==> src/rtl/div64by32.sv <==
// div64by32: sequential radix-2 restoring unsigned divider, 64/32 -> 32-bit quotient and remainder.
// Optional macro DIV64BY32_EARLY_EXIT_EN skips the iterations when the dividend is already below the divisor.
module div64by32 (
  input  logic        clk,
  input  logic        reset,
  input  logic        start,
  input  logic [63:0] a,
  input  logic [31:0] b,
  output logic        busy,
  output logic [31:0] quotient,
  output logic [31:0] remainder
);
  typedef enum logic [1:0] {IDLE, CALC, DONE} state_t;
  state_t state, state_nx;
  logic [31:0] prem, sh, dv;
  logic [4:0]  cnt;
  logic        err, bad, early, ge;
  logic [32:0] r, d;
  assign bad = (b == 32'd0) || (a[63:32] >= b);
`ifdef DIV64BY32_EARLY_EXIT_EN
  assign early = (a[63:32] == 32'd0) && (a[31:0] < b);
`else
  assign early = 1'b0;
`endif
  // prem < dv keeps r below 2*dv, so the borrow bit of the 33-bit subtract is the compare result
  assign r  = {prem, sh[31]};
  assign d  = r - {1'b0, dv};
  assign ge = ~d[32];
  assign busy = state != IDLE;
  always_comb begin
    state_nx = state;
    case (state)
      IDLE:    state_nx = start ? ((bad || early) ? DONE : CALC) : IDLE;
      CALC:    state_nx = (cnt == 5'd31) ? DONE : CALC;
      default: state_nx = IDLE;
    endcase
  end
  always_ff @(posedge clk or negedge reset) begin
    if (!reset) begin
      state     <= IDLE;
      prem      <= '0;
      sh        <= '0;
      dv        <= '0;
      cnt       <= '0;
      err       <= 1'b0;
      quotient  <= '0;
      remainder <= '0;
    end else begin
      state <= state_nx;
      case (state)
        IDLE: if (start) begin
          dv   <= b;
          err  <= bad;
          prem <= early ? a[31:0] : a[63:32];
          sh   <= early ? 32'd0 : a[31:0];
          cnt  <= '0;
        end
        CALC: begin
          prem <= ge ? d[31:0] : r[31:0];
          sh   <= {sh[30:0], ge};
          cnt  <= cnt + 5'd1;
        end
        default: begin
          quotient  <= err ? 32'hFFFFFFFF : sh;
          remainder <= err ? 32'hFFFFFFFF : prem;
        end
      endcase
    end
  end
endmodule
==> config.mk <==
export PLATFORM = sky130hd
export DESIGN_NAME = div64by32
export DESIGN_NICKNAME = d
export VERILOG_FILES = /design/src/rtl/div64by32.sv
export SDC_FILE = /design/constraint.sdc
export NUM_CORES = 1
export LEC_CHECK = 0
export ABC_AREA = 1
export CORE_ASPECT_RATIO = 0.8
export CORE_MARGIN = 2
export CORE_UTILIZATION = 50
export CTS_CLUSTER_SIZE = 16
export DETAILED_ROUTE_END_ITERATION = 8
export PLACE_DENSITY = 0.78
export SETUP_SLACK_MARGIN = 0.4
export SLEW_MARGIN = 30
export SYNTH_ARGS = -nofsm -noshare
export SYNTH_HDL_FRONTEND = slang
export SYNTH_SLANG_ARGS = --single-unit
==> constraint.sdc <==
create_clock -name clk -period 2.23 [get_ports clk]
set_clock_uncertainty 0.1 [all_clocks]
set_input_delay 0.446 -clock clk [delete_from_list [all_inputs] [get_ports clk]]
set_output_delay 0.446 -clock clk [all_outputs]
set_load 0.01 [all_outputs]
Yosys cells after proc, flatten, opt, wreduce, memory -nomap -nowiden
Cells that the tools add are included.
{"block": "totals", "register_bits": 168, "input_bits": 99, "output_inout_bits": 65, "elab_cells": 36}
{"block": "classes", "addsub": 2, "order_cmp": 1, "eq_ne": 3, "n_mux": 13, "n_bitwise": 1, "reduce_logical": 8}
{"op": "32-bit two-way mux", "count": 5}
{"op": "32-bit one-hot mux with 2 select lines", "count": 2}
{"op": "33-bit by 32-bit subtractor with 33-bit output", "count": 1}
{"op": "32-bit greater-or-equal comparator", "count": 1}
{"op": "32-bit logical NOT", "count": 1}
{"op": "5-bit one-hot mux with 2 select lines", "count": 1}
{"op": "2-bit two-way mux", "count": 3}
{"op": "5-bit by 1-bit adder with 5-bit output (second input constant)", "count": 1}
{"op": "5-bit == test (second input constant)", "count": 1}
{"op": "5-bit two-way mux", "count": 1}
{"op": "2-bit one-hot mux with 2 select lines", "count": 1}
{"op": "2-bit AND reduction", "count": 2}
{"op": "2-bit nonzero test", "count": 2}
{"op": "2-bit by 1-bit == test with 1-bit output (second input constant)", "count": 1}
{"op": "2-bit logical NOT", "count": 1}
{"op": "2-bit inequality test (second input constant)", "count": 1}
{"op": "2-bit OR reduction", "count": 1}
{"op": "1-bit logical OR", "count": 1}
{"op": "1-bit NOT", "count": 1}

Logic depth before layout (Yosys ltp)
{"block": "logic_depth", "word_depth": 5, "ltp_mapped": 18, "ltp_nobuf": 18}

Worst setup path before layout
No wires, ideal clock.
{"block": "synth_timing", "kind": "register to register", "startpoint": "reg sh[31]", "endpoint": "reg prem[1]", "setup_ns": 0.118, "arrival_time_ns": 2.103, "t_required_ns": 2.012, "slack_ns": -0.091, "path_stages_with_launch": 19, "cell_sequence": "dfrtp_1 -> inv_1 -> ha_1 -> fa_1 -> inv_1 -> nand3_1 -> nand2_2 -> nand2_1 -> nand2_2 -> nand2_2 -> nand2_2 -> nand2_4 -> nand2_4 -> nand2_4 -> nand2_4 -> buf_6 -> nor2_1 -> o21bai_1 -> inv_1"}
{"block": "synth_between", "elab_chain_cells": 3}
{"item": "from (decl)", "line_no": "15", "source": "logic [31:0] prem, sh, dv;"}
{"item": "from (signal assigned)", "line_no": "55", "source": "sh <= early ? 32'd0 : a[31:0];"}
{"item": "from (signal assigned)", "line_no": "60", "source": "sh <= {sh[30:0], ge};"}
{"item": "33-bit by 32-bit subtractor with 33-bit output", "line_no": "27", "source": "assign d = r - {1'b0, dv};"}
{"item": "32-bit two-way mux", "line_no": "59", "source": "prem <= ge ? d[31:0] : r[31:0];"}
{"item": "32-bit one-hot mux with 2 select lines", "line_no": "50", "source": "case (state)"}
{"item": "to (signal assigned)", "line_no": "54", "source": "prem <= early ? a[31:0] : a[63:32];"}
{"item": "to (signal assigned)", "line_no": "59"}
{"item": "to (decl)", "line_no": "15"}
No other way between the ends.
A chain may end at the register's enable or synchronous reset.

Worst setup path in the final report
{"block": "layout_timing", "startpoint": "reg dv[0]", "endpoint": "reg prem[28]"}
{"block": "layout_between", "elab_chain_cells": 3}
{"item": "from (decl)", "line_no": "15"}
{"item": "from (signal assigned)", "line_no": "43", "source": "dv <= '0;"}
{"item": "from (signal assigned)", "line_no": "52", "source": "dv <= b;"}
{"item": "33-bit by 32-bit subtractor with 33-bit output", "line_no": "27"}
{"item": "32-bit two-way mux", "line_no": "59"}
{"item": "32-bit one-hot mux with 2 select lines", "line_no": "50"}
No other way between the ends.

==> impl_metrics.json <==
{
  "vias": 11300,
  "finalWirelength_um": 35700,
  "drt_iter0_drc": 925,
  "setup_ws_ns": -0.224,
  "synth_cells": 1512,
  "portBuffers": 163,
  "worstHoldPathType": "in -> reg",
  "required_ns": 2.50,
  "die_w_um": 167,
  "max_slew_margin": 0.568,
  "arrival_ns": 2.72,
  "num-nets-final": 1997,
  "ys_warn_count": 0,
  "fin_crit_ns": 2.45,
  "drv_slew": 0,
  "syn_to_final_growth_pct": 42.3,
  "end_kind": "register",
  "place_hpwl_um": 25400,
  "finalCritPeriodShare": 1.10,
  "die-height_um": 135,
  "cp-start-kind": "register",
  "rsz0062_at_grt": "yes",
  "path_clk_slew_ns": 0.07,
  "hold_viol": 0,
  "status": "finished with violations",
  "cts.htree.levels": 4,
  "power.leakage_nw": 8.05,
  "grt_use_total": 0.314,
  "synth_mux_area_frac": 0,
  "synthSimpleGateAreaFrac": 0.257,
  "cts_tree": "built",
  "drive_above_1_share": 0.214,
  "ys_seq_area_frac": 0.395,
  "synth_compound_area_frac": 0.136,
  "maxCapViolCount": 0,
  "grt_max_degree": 77,
  "drcViolationCount": 7,
  "synth_adder_area_share": 0.0794,
  "synth_seq_cells": 168,
  "ir_drop_mv": 0.934,
  "coreArea_mm2": 0.0208,
  "vias_per_cell": 5.35,
  "gp_congestion": 0.953,
  "rows": 47,
  "powerDensity_mw_per_mm2": 1790,
  "criticalPathCategory": "reg -> reg",
  "start_util": 0.511,
  "pin_count": 164,
  "failed_checks": "design-rule violations, negative setup slack",
  "synthesis.area_mm2": 0.0106,
  "worst_slew_pin_slew_ns": 0.648,
  "cts_sinks": 168,
  "die_area_mm2": 0.0225,
  "hold-worst-slack_ns": 0.274,
  "grt_pass1_wl_um": 56200,
  "final_core_utilization": 0.728,
  "avgRoutedWirePerCell_um": 16.9,
  "clk_latency_ns": 0.45,
  "firstDrtPassIters": 7,
  "final_area_mm2": 0.0152,
  "antenna_cells": 0,
  "numCtsBuffers": 17,
  "ant_nets": 0,
  "cts_root_buffer": "clkbuf_16",
  "clk_path_buf_depth": 2,
  "synthesis.nets": 1678,
  "overflow": 0,
  "placed_cell_area_mm2": 0.0138,
  "avgSynthCellArea_um2": 7.04,
  "fmax_ghz": 0.407,
  "setup_viol": 33,
  "grt_pass1_vias": 11200,
  "synth_xor_area_frac": 0.00987,
  "critical_path.max_fanout": 8,
  "antenna_found_initial": 1,
  "ys_types": 32,
  "synth_top_family_by_area": "simple AND/OR/NAND/NOR gates"
}
[power breakdown]
group	leakage, nW	total [W]	internal (W)	switching (W)
clock network	0.294	0.00307	0.00153	0.00154
registers	1.88	0.00541	0.00452	0.000893
logic	5.87	0.0186	0.00791	0.0107
[metrics by stage]
step	power [W]	TNS, ns	worst slack [ns]	cells
after floorplan	0.0154	0	0.0176	1512
final	0.0271	-5.54	-0.224	2113
after CTS	0.0256	-4.21	-0.155	2108
after global placement	0.0220	-4.00	-0.264	2067
after detailed placement	0.0224	-6.07	-0.357	2067
after global routing	0.0293	-8.40	-0.310	2113
[final cells by class]
cell class	instances	area (um2)
multi-input combinational	1004	5850
fill	1661	5660
inverter	289	1090
sequential	168	4210
clock buffer	17	425
clock inverter	15	190
tap	269	337
timing repair buffer	351	3060
[critical path, cell delays in order, from the launching register on]
cell,delay [ns]
dfrtp_1,0.43
ha_4,0.18
fa_2,0.34
inv_2,0.07
nand3_2,0.06
nand2_2,0.12
nand2_2,0.06
nand2_2,0.07
nand2_2,0.08
nand2_4,0.09
nand2_4,0.08
nand3_4,0.12
nand2_8,0.09
buf_12,0.15
nand2_1,0.08
nand3_1,0.10
a21oi_2,0.16
[per-layer routing]
layer	global-route usage	share of wire
met5	0	0
met4	0.0971	0.020
met3	0.0489	0.068
met2	0.520	0.47
met1	0.429	0.44
[placed cells by master (no fill, tap or decap), drive strengths merged]
| cell type | Yosys | final |
|---|---|---|
| clkinvlp | 0 | 1 |
| o21ai | 71 | 71 |
| nor2 | 132 | 132 |
| dlymetal6s2s | 0 | 11 |
| clkdlybuf4s50 | 0 | 36 |
| nand4 | 13 | 13 |
| a21o | 3 | 3 |
| clkinv | 0 | 8 |
| nor3 | 8 | 8 |
| o22ai | 33 | 33 |
| o211ai | 3 | 3 |
| nor4 | 2 | 2 |
| nand3b | 16 | 16 |
| dlygate4sd3 | 0 | 1 |
| a21oi | 153 | 153 |
| nand2 | 400 | 400 |
| xnor2 | 10 | 10 |
| ha | 66 | 66 |
| fa | 1 | 1 |
| a22o | 2 | 2 |
| clkbuf | 39 | 28 |
| xor2 | 2 | 2 |
| a22oi | 1 | 1 |
| clkdlybuf4s15 | 0 | 6 |
| o21bai | 5 | 5 |
| buf | 12 | 188 |
| nand3 | 83 | 83 |
| dlygate4sd2 | 0 | 98 |
| dfrtp | 168 | 168 |
| inv | 289 | 295 |
[worst paths after layout]
path | to | cells after the start | slack, ns | startpoint
max | prem[28] | 16 | -0.22 | dv[0]
min | dv[22] | 4 | 0.27 | b[22]
max reg2reg | prem[28] | 16 | -0.22 | dv[0]
min reg2reg | dv[14] | 2 | 0.39 | dv[14]
max in group asynchronous | state[1] | 3 | 1.04 | reset
min in group asynchronous | dv[19] | 2 | 0.34 | reset
[logic make-up after synthesis]
| kind of cell | count (synthesis) |
|---|---|
| adders and majority gates | 67 |
| AOI/OAI and AO/OA | 271 |
| DFF | 168 |
| xor gates and xnor gates | 12 |
| and+or+nand+nor | 654 |
| buffers and inverters | 340 |
[synthesized netlist by cell type (all sizes together)]
cell,instances,area [um2]
a21o,3,22.5
a21oi,153,777
a22o,2,17.5
a22oi,1,7.51
buf,12,81.3
clkbuf,39,146
dfrtp,168,4200
fa,1,20.0
ha,66,826
inv,289,1080
nand2,400,1550
nand3,83,428
nand3b,16,120
nand4,13,81.3
nor2,132,505
nor3,8,40.0
nor4,2,12.5
o211ai,3,22.5
o21ai,71,355
o21bai,5,37.5
o22ai,33,206
xnor2,10,87.6
xor2,2,17.5
[registers in the layout, indices dropped and copies added, names as in the netlist]
register and flops:
sh 32, quotient 32, err 1, prem 32, dv 32, cnt 5, remainder 32, state 2
[what timing repair did]
action,4_1_cts,5_1_grt
hold endpoints to repair,26,0
pin swaps,42,46
buffers inserted,8,4
gates resized for setup,196,127
cloned,0,1
endpoints found under the setup margin,101,36
hold buffers,1,0
No activity file was read; power rests on OpenSTA's default activity.
